File: src/rtl/cond_unit.sv
// Condition-check unit: evaluates the instruction condition against the registered NZCV flags,
// qualifies write enables and updates the flags. Optional counters are enabled by COND_UNIT_STATS_EN.
module cond_unit (
  input  logic        clk,
  input  logic        reset,
  input  logic        valid_i,
  input  logic        stall_i,
  input  logic [3:0]  Cond,
  input  logic [3:0]  ALUFlags,
  input  logic [1:0]  FlagW,
  input  logic        PCS,
  input  logic        RegW,
  input  logic        MemW,
  input  logic        NoWrite,
  output logic        PCSrc,
  output logic        RegWrite,
  output logic        MemWrite,
  output logic        CondEx,
  output logic [3:0]  Flags,
`ifdef COND_UNIT_STATS_EN
  output logic [15:0] exec_count,
  output logic [15:0] squash_count,
`endif
  output logic        undef_o
);

  logic [3:0] r_flags;
  logic       r_undef;
  logic       w_commit;
  logic       w_cond_ex;
  logic       w_n, w_z, w_c, w_v;

  assign w_commit = valid_i & ~stall_i & ~reset;
  assign {w_n, w_z, w_c, w_v} = r_flags;

  // Evaluated against the pre-update flags; no same-cycle bypass from ALUFlags.
  always_comb begin
    w_cond_ex = 1'b0;
    case (Cond)
      4'b0000: w_cond_ex = w_z;
      4'b0001: w_cond_ex = ~w_z;
      4'b0010: w_cond_ex = w_c;
      4'b0011: w_cond_ex = ~w_c;
      4'b0100: w_cond_ex = w_n;
      4'b0101: w_cond_ex = ~w_n;
      4'b0110: w_cond_ex = w_v;
      4'b0111: w_cond_ex = ~w_v;
      4'b1000: w_cond_ex = w_c & ~w_z;
      4'b1001: w_cond_ex = ~w_c | w_z;
      4'b1010: w_cond_ex = (w_n == w_v);
      4'b1011: w_cond_ex = (w_n != w_v);
      4'b1100: w_cond_ex = ~w_z & (w_n == w_v);
      4'b1101: w_cond_ex = w_z | (w_n != w_v);
      4'b1110: w_cond_ex = 1'b1;
      default: w_cond_ex = 1'b0;
    endcase
  end

  always_ff @(posedge clk) begin
    if (reset) begin
      r_flags <= 4'b0000;
      r_undef <= 1'b0;
    end else begin
      if (w_commit & w_cond_ex & FlagW[1]) r_flags[3:2] <= ALUFlags[3:2];
      if (w_commit & w_cond_ex & FlagW[0]) r_flags[1:0] <= ALUFlags[1:0];
      if (w_commit && (Cond == 4'b1111)) r_undef <= 1'b1;
    end
  end

  assign CondEx   = w_cond_ex;
  assign PCSrc    = PCS & w_cond_ex & w_commit;
  assign MemWrite = MemW & w_cond_ex & w_commit;
  assign RegWrite = RegW & ~NoWrite & w_cond_ex & w_commit;
  assign Flags    = r_flags;
  assign undef_o  = r_undef;

`ifdef COND_UNIT_STATS_EN
  logic [15:0] r_exec_count;
  logic [15:0] r_squash_count;

  // Saturating counters: hold at all-ones rather than wrap.
  always_ff @(posedge clk) begin
    if (reset) begin
      r_exec_count   <= 16'd0;
      r_squash_count <= 16'd0;
    end else if (w_commit) begin
      if (w_cond_ex && (r_exec_count != 16'hFFFF)) r_exec_count <= r_exec_count + 16'd1;
      if (!w_cond_ex && (r_squash_count != 16'hFFFF)) r_squash_count <= r_squash_count + 16'd1;
    end
  end

  assign exec_count   = r_exec_count;
  assign squash_count = r_squash_count;
`endif

endmodule

File: config.mk
export PLATFORM = sky130hd
export DESIGN_NAME = cond_unit
export DESIGN_NICKNAME = d
export VERILOG_FILES = /design/src/rtl/cond_unit.sv
export SDC_FILE = /design/constraint.sdc
export NUM_CORES = 1
export LEC_CHECK = 0
export CORE_AREA = 5 5 42 44
export DETAILED_ROUTE_END_ITERATION = 10
export DIE_AREA = 0 0 47 49
export DONT_BUFFER_PORTS = 1
export GPL_ROUTABILITY_DRIVEN = 0
export SYNTH_ARGS = -nofsm -noshare
export SYNTH_HDL_FRONTEND = slang
export SYNTH_SLANG_ARGS = --single-unit
File: constraint.sdc
create_clock -name clk -period 2.2 [get_ports clk]
set_clock_uncertainty 0.05 [all_clocks]
set_input_delay 0.33 -clock clk [delete_from_list [all_inputs] [get_ports clk]]
set_output_delay 0.33 -clock clk [all_outputs]
set_load 0.005 [all_outputs]
==> qor.csv, run 1 <==
stage,metric,value,unit
logic_synthesis,"area leader, netlist",dfxtp_1,
cells_and_area,layout cells sized above 1,42.86,%
sta,fin. max-slew vios,0,
logic_synthesis,Yosys top cell area share,21.39,%
worst_setup_path,crit path kind,reg -> out,
run,max_cap viols,0,
place,Placed Cells,72,
logic_synthesis,Synth Warn #,0,
sta,final hold violations,0,
floorplan,Core Area,1401,um^2
cells_and_area,Finished Layout Cells,79,
sta,Min Hold Slack,0.1069,ns
drt,Pre-Repair DR Iteration Count,4,
logic_synthesis,Mapped Area,467.9,um^2
worst_setup_path,r2r startpoint,Flags[3]$_SDFFE_PP0P_,
logic_synthesis,"Distinct cells, synth",29,
place,Placed Area,500.5,um^2
clock_tree,TritonCTS clock tree,done,
sta,final setup margin,0.01088,ns
sta,clock period minus worst slack,2.189,ns
logic_synthesis,Synth Register Bits,5,
sta,final setup TNS,0,ns
drt,WL per Instance,15.44,um
clock_tree,worst skew pair latency,0.24,ns
clock_tree,Clock Sinks,5,
worst_setup_path,kind of start point of the critical path,flop,
cells_and_area,# diodes,0,
grt,antenna violations before repair,0,
drt,Residual DRC,0,
floorplan,Die Ht,49,um
worst_setup_path,R2R Setup Slk,0.18,ns
sta,fin crit share,99.51,%
worst_setup_path,CP arrival,1.81,ns
drt,drt first-iter violations,13,
sta,RSZ-0062 raised after global routing,true,
drt,final wirelength,1220,um
power,worst vdd ir,0.3153,mV
clock_tree,CTS Buffer Depth,2,
worst_setup_path,R2R cell count,7,
grt,met2 GRT Util,13.12,%
worst_setup_path,Worst Path Required,1.82,ns
cells_and_area,Area Overhead vs Synth,29.68,%
clock_tree,Clk Tree Root Cell,clkbuf_4,
worst_setup_path,CP max FO,7,
logic_synthesis,Syn Inst Count,55,
sta,Slew @ Worst Pin,0.5792,ns
cells_and_area,area of the multi-input gates,390.4,um^2
cells_and_area,fillcell total,158,
drt,DRT antenna net count,0,
grt,gr usage total,10.49,%
grt,met3 capacity usage during global routing,4.428,%
sta,highest clock rate,456.8,MHz
floorplan,Rows,14,
floorplan,Die W,47,um
clock_tree,H-tree levels,1,
floorplan,starting density of the core,33.39,%
clock_tree,Worst-path clk slew,0.04,ns
power,leakage,0.2274,nW
place,Post-Place Setup Slack,0.1376,ns
cells_and_area,Reg area,110.1,um^2
worst_setup_path,Critical Path End,RegWrite,
power,PwrDens,418.5,nW/um^2
grt,number of global-route vias before repair,407,
clock_tree,# hold bufs at CTS,0,
grt,largest net degree at the start of global routing,16,
grt,grt met1 use,14.04,%
outcome,status,"complete, no violations",
grt,total global routing overflow,0,
worst_setup_path,reg2reg end,Flags[0]$_SDFFE_PP0P_,
worst_setup_path,Crit. End Element,primary output,
floorplan,Die ar.,2303,um^2
sta,slew margin rel.,61.31,%
drt,Vias,461,
cells_and_area,nets,82,
logic_synthesis,Syn Area/Cell,8.508,um^2
sta,final setup violating endpoints,0,
logic_synthesis,syn_nets,73,
drt,Vias/cell,5.835,
cells_and_area,design area,606.8,um^2
logic_synthesis,"top cells by area, synth","dfxtp_1, nor2b_1, xnor2_1, and4bb_2, mux2_1",
grt,most used routing layer,met1,
grt,first-pass GRT wire length,1780,um
hold_path,HP Class,in -> reg,
worst_setup_path,Setup crit start,Flags[0]$_SDFFE_PP0P_,
logic_synthesis,register area share after synthesis,21.39,%
floorplan,I/O pin count,27,
place,Port Buffers,0,
clock_tree,CTS buffer count,3,
[report_power, final]
part / total (mW) / switching, mW / internal (mW)
registers: 0.0945 / 0.00314 / 0.0914
clock network: 0.106 / 0.0372 / 0.0685
logic: 0.0537 / 0.0210 / 0.0327
total: 0.254 / 0.0614 / 0.193
[kinds of logic after synthesis]
kind of cell	Yosys count	share of synthesized area [%]
compound gates	12	19.52
xor+xnor	4	7.488
buf+inv	4	4.545
flops	5	21.39
mux	4	9.625
simple gates	26	37.43
[registers in the layout, summed over array words and instances (netlist names)]
name,cells
undef_o,1
Flags,4
[layout by cell type (no fill, tap or decap), types with 3 or more instances in the layout]
master and instances:
nor2b_1 6, buf_4 6, nor3b_1 3, nor2_1 3
clkbuf_4 3
[area by class of cell]
class | count | share of cell area (%)
Sequential cell | 5 | 18.14
Timing Repair Buffer | 7 | 9.278
Clock buffer | 4 | 4.330
Tap cell | 16 | 3.299
Inverter | 1 | 0.6186
Multi-Input combinational cell | 46 | 64.33
[how the worst min path moves through the flow]
stage | from | end | slack, ns | cells past startpoint
finish | reset | undef_o$_SDFFE_PP0P_ | 0.11 | 1
global route | reset | undef_o$_SDFFE_PP0P_ | 0.09 | 1
CTS | reset | undef_o$_SDFFE_PP0P_ | 0.10 | 1
detailed placement | reset | undef_o$_SDFFE_PP0P_ | 0.36 | 1
global placement | reset | undef_o$_SDFFE_PP0P_ | 0.35 | 1
floorplan | reset | undef_o$_SDFFE_PP0P_ | 0.35 | 1
[Yosys cell counts (all sizes together)]
library cell and count:
dfxtp 5, xnor2 3, a2111oi 1, o311ai 2
xor2 1, nor2 3, mux2 4, and4b 1
and3b 1, a311oi 1, nor2b 6, and3 2
a21oi 2, o31ai 1, a22oi 1, nor4bb 1
or3b 1, o21ai 2, buf 3, a31oi 1
nand2 2, nor3b 3, or3 1, o21a 1
inv 1, nor3 3, and4bb 2
[metrics by stage]
stage          total power [mW]  util (%)
6_report                 0.2539     43.30
5_1_grt                  0.2726     43.30
4_1_cts                  0.2524     39.91
3_5_place_dp             0.1380     35.71
3_3_place_gp             0.1372     35.71
2_1_floorplan            0.1316         -
[routing by layer]
metal | vias to the layer above | part of all wire (%)
li1 | 225 | -
met1 | 214 | 41
met2 | 19 | 48
met3 | 3 | 8.9
met4 | 0 | 2.0
met5 | - | 0
[worst max-delay path: stages (launching register included)]
cell and delay (ns):
dfxtp_4 0.36, xnor2_2 0.14, or3b_1 0.37, a311oi_2 0.31, or3_4 0.19, and4b_1 0.20
[what timing repair did]
action / 4_1_cts / 5_1_grt
cloned: 0 / 0
endpoints found under the setup margin: 4 / 4
pin swaps: 4 / 7
resized for setup: 7 / 8
setup buffers: 1 / 2
(Power assumes the default switching activity.)
==> run 2: changes to the inputs <==
==> constraint.sdc (replaced) <==
create_clock -name clk -period 2.8 [get_ports clk]
set_clock_uncertainty 0.05 [all_clocks]
set_input_delay 0.42 -clock clk [delete_from_list [all_inputs] [get_ports clk]]
set_output_delay 0.42 -clock clk [all_outputs]
set_load 0.01 [all_outputs]
==> run 2 against run 1 <==
Against the previous run: clock power down 22%; clock-buffer cell count unchanged; sequential share of layout area up 2.0 points; combinational power down 50%; cell count down 8.9%; utilization down 7.9 points; first-iteration DRC count down 23%.
==> qor.csv, run 2 (synthesized netlist as in run 1, its figures left out) <==
stage,metric,value,unit,change
outcome,status,"complete, no violations",,
cells_and_area,fillcell total,158,,unchanged
drt,final wirelength,1129,um,-7.5%
floorplan,Core Area,1401,um^2,unchanged
floorplan,I/O pin count,27,,unchanged
clock_tree,CTS Buffer Depth,2,,unchanged
grt,number of global-route vias before repair,370,,-9.1%
grt,gr usage total,10.35,%,-0.13 points
place,DP HPWL,903.9,um,
worst_setup_path,R2R cell count,5,,-2
grt,met3 capacity usage during global routing,6.642,%,+2.2 points
floorplan,Die ar.,2303,um^2,unchanged
power,Flop pwr share,41.2,%,+4.0 points
cells_and_area,design area,496.7,um^2,-18%
clock_tree,worst skew pair latency,0.24,ns,about the same
drt,DRT antenna net count,0,,unchanged
worst_setup_path,r2r startpoint,Flags[3]$_SDFFE_PP0P_,,
power,clock share of power,44.3,%,+2.7 points
sta,fin. max-slew vios,0,,unchanged
drt,Pre-Repair DR Iteration Count,4,,unchanged
cells_and_area,max reg flops,4,,unchanged
cells_and_area,# diodes,0,,unchanged
floorplan,Die W,47,um,unchanged
grt,grt met1 use,12.09,%,-1.9 points
clock_tree,# hold bufs at CTS,0,,unchanged
grt,most used routing layer,met2,,
power,internal power,0.1411,mW,-27%
clock_tree,Clock Sinks,5,,unchanged
clock_tree,Worst-path clk slew,0.04,ns,about the same
sta,clock period minus worst slack,2.620,ns,
place,Port Buffers,0,,unchanged
sta,final setup TNS,0,ns,unchanged
power,Comb pwr share,14.5,%,-6.6 points
drt,drt first-iter violations,10,,-3
drt,Vias,431,,-6.5%
hold_path,HP Class,in -> reg,,
sta,highest clock rate,381.7,MHz,
floorplan,Rows,14,,unchanged
grt,first-pass GRT wire length,1690,um,-5.1%
clock_tree,CTS buffer count,3,,unchanged
cells_and_area,Finished Layout Cells,72,,-8.9%
power,PwrDens,373.9,nW/um^2,-11%
worst_setup_path,Setup crit start,Flags[3]$_SDFFE_PP0P_,,
drt,WL per Instance,15.68,um,+1.5%
clock_tree,CTS resizes,0,,-7
grt,met2 GRT Util,12.67,%,-0.45 points
worst_setup_path,Worst Path Required,2.33,ns,+0.51 ns
sta,slew margin rel.,59.62,%,-1.7 points
sta,final setup violating endpoints,0,,unchanged
power,worst vdd ir,0.2077,mV,-34%
sta,RSZ-0062 raised after global routing,false,,
place,Placed Cells,68,,-5.6%
worst_setup_path,CP max FO,8,,+1
drt,Residual DRC,0,,unchanged
power,switching fraction of total power,24.00,%,-0.18 points
worst_setup_path,reg2reg end,Flags[2]$_SDFFE_PP0P_,,
cells_and_area,Area Overhead vs Synth,6.150,%,
grt,total global routing overflow,0,,unchanged
worst_setup_path,kind of start point of the critical path,flop,,
worst_setup_path,crit path kind,reg -> out,,
clock_tree,Clk Tree Root Cell,clkbuf_4,,
cells_and_area,"commonest non-fill, non-tap cell in the layout",nor2b_1,,
power,net switching power,0.04457,mW,-27%
sta,Slew @ Worst Pin,0.6042,ns,+0.02508 ns
cells_and_area,nets,75,,-8.5%
floorplan,Die Ht,49,um,unchanged
clock_tree,TritonCTS clock tree,done,,
power,leakage,0.1864,nW,-18%
sta,fin crit share,93.58,%,
sta,final hold violations,0,,unchanged
run,max_cap viols,0,,unchanged
worst_setup_path,CP arrival,2.15,ns,+0.34 ns
clock_tree,post-CTS setup buffer count,0,,-1
cells_and_area,most frequent cells in the layout,"nor2b_1, dfxtp_1",,
grt,largest net degree at the start of global routing,16,,unchanged
clock_tree,H-tree levels,1,,unchanged
place,Placed Area,470.5,um^2,-6.0%
cells_and_area,layout cells sized above 1,14.29,%,-29 points
floorplan,starting density of the core,33.39,%,unchanged
drt,Vias/cell,5.986,,+2.6%
worst_setup_path,Crit. End Element,primary output,,
worst_setup_path,R2R Setup Slk,0.68,ns,+0.50 ns
worst_setup_path,Critical Path End,RegWrite,,
grt,antenna violations before repair,0,,unchanged
==> run 2: cell types whose count changed in the layout (fill, tap and decap cells not counted), sizes merged <==
| cell | before | now |
|---|---|---|
| buf | 7 | 0 |
==> run 2: power groups by stage <==
stage	Combinational (mW)	Sequential [mW]	Clock, mW
after floorplan	0.0285	0.0764	0
after global placement	0.0266	0.0777	0
after detailed placement	0.0267	0.0778	0
after CTS	0.0268	0.0765	0.0864
after global routing	0.0296	0.0767	0.0949
final	0.0270	0.0765	0.0822
==> run 2: stage by stage <==
step,util [%],setup slack [ns],total power [mW],hold slack (ns)
after global routing,35.45,0.06149,0.2012,0.1767
final,35.45,0.1799,0.1857,0.1967
after global placement,33.57,0.4701,0.1043,0.4448
after CTS,35.45,0.1668,0.1898,0.1875
after floorplan,-,0.5566,0.1049,0.4424
after detailed placement,33.57,0.4395,0.1045,0.4483
==> run 2: per-layer routing <==
metal,vias to the layer above,wire length [um]
met5,-,0
met4,0,44
met3,7,147
met2,25,488
met1,182,448
li1,217,-
==> run 2: area by class of cell <==
class	count	area [um^2]	area share [%]
clock buffers	4	26.28	5.290
flip-flops and latches	5	100.1	20.15
inverters	1	3.754	0.7557
well taps	16	20.02	4.030
multi-input cells	46	346.6	69.77
==> run 2: worst min-delay path by stage <==
stage          start                    to  slack [ns]  depth (start not counted)
3_5_place_dp   reset  undef_o$_SDFFE_PP0P_        0.45                          1
4_1_cts        reset  undef_o$_SDFFE_PP0P_        0.19                          1
2_1_floorplan  reset  undef_o$_SDFFE_PP0P_        0.44                          1
5_1_grt        reset  undef_o$_SDFFE_PP0P_        0.18                          1
3_3_place_gp   reset  undef_o$_SDFFE_PP0P_        0.44                          1
6_report       reset  undef_o$_SDFFE_PP0P_        0.20                          1
==> run 2: worst max-delay path, stage by stage (launching register included) <==
cell and delay (ns):
dfxtp_1 0.52, xnor2_1 0.13, or3b_1 0.39, a311oi_2 0.34, or3_1 0.25, and4b_1 0.27
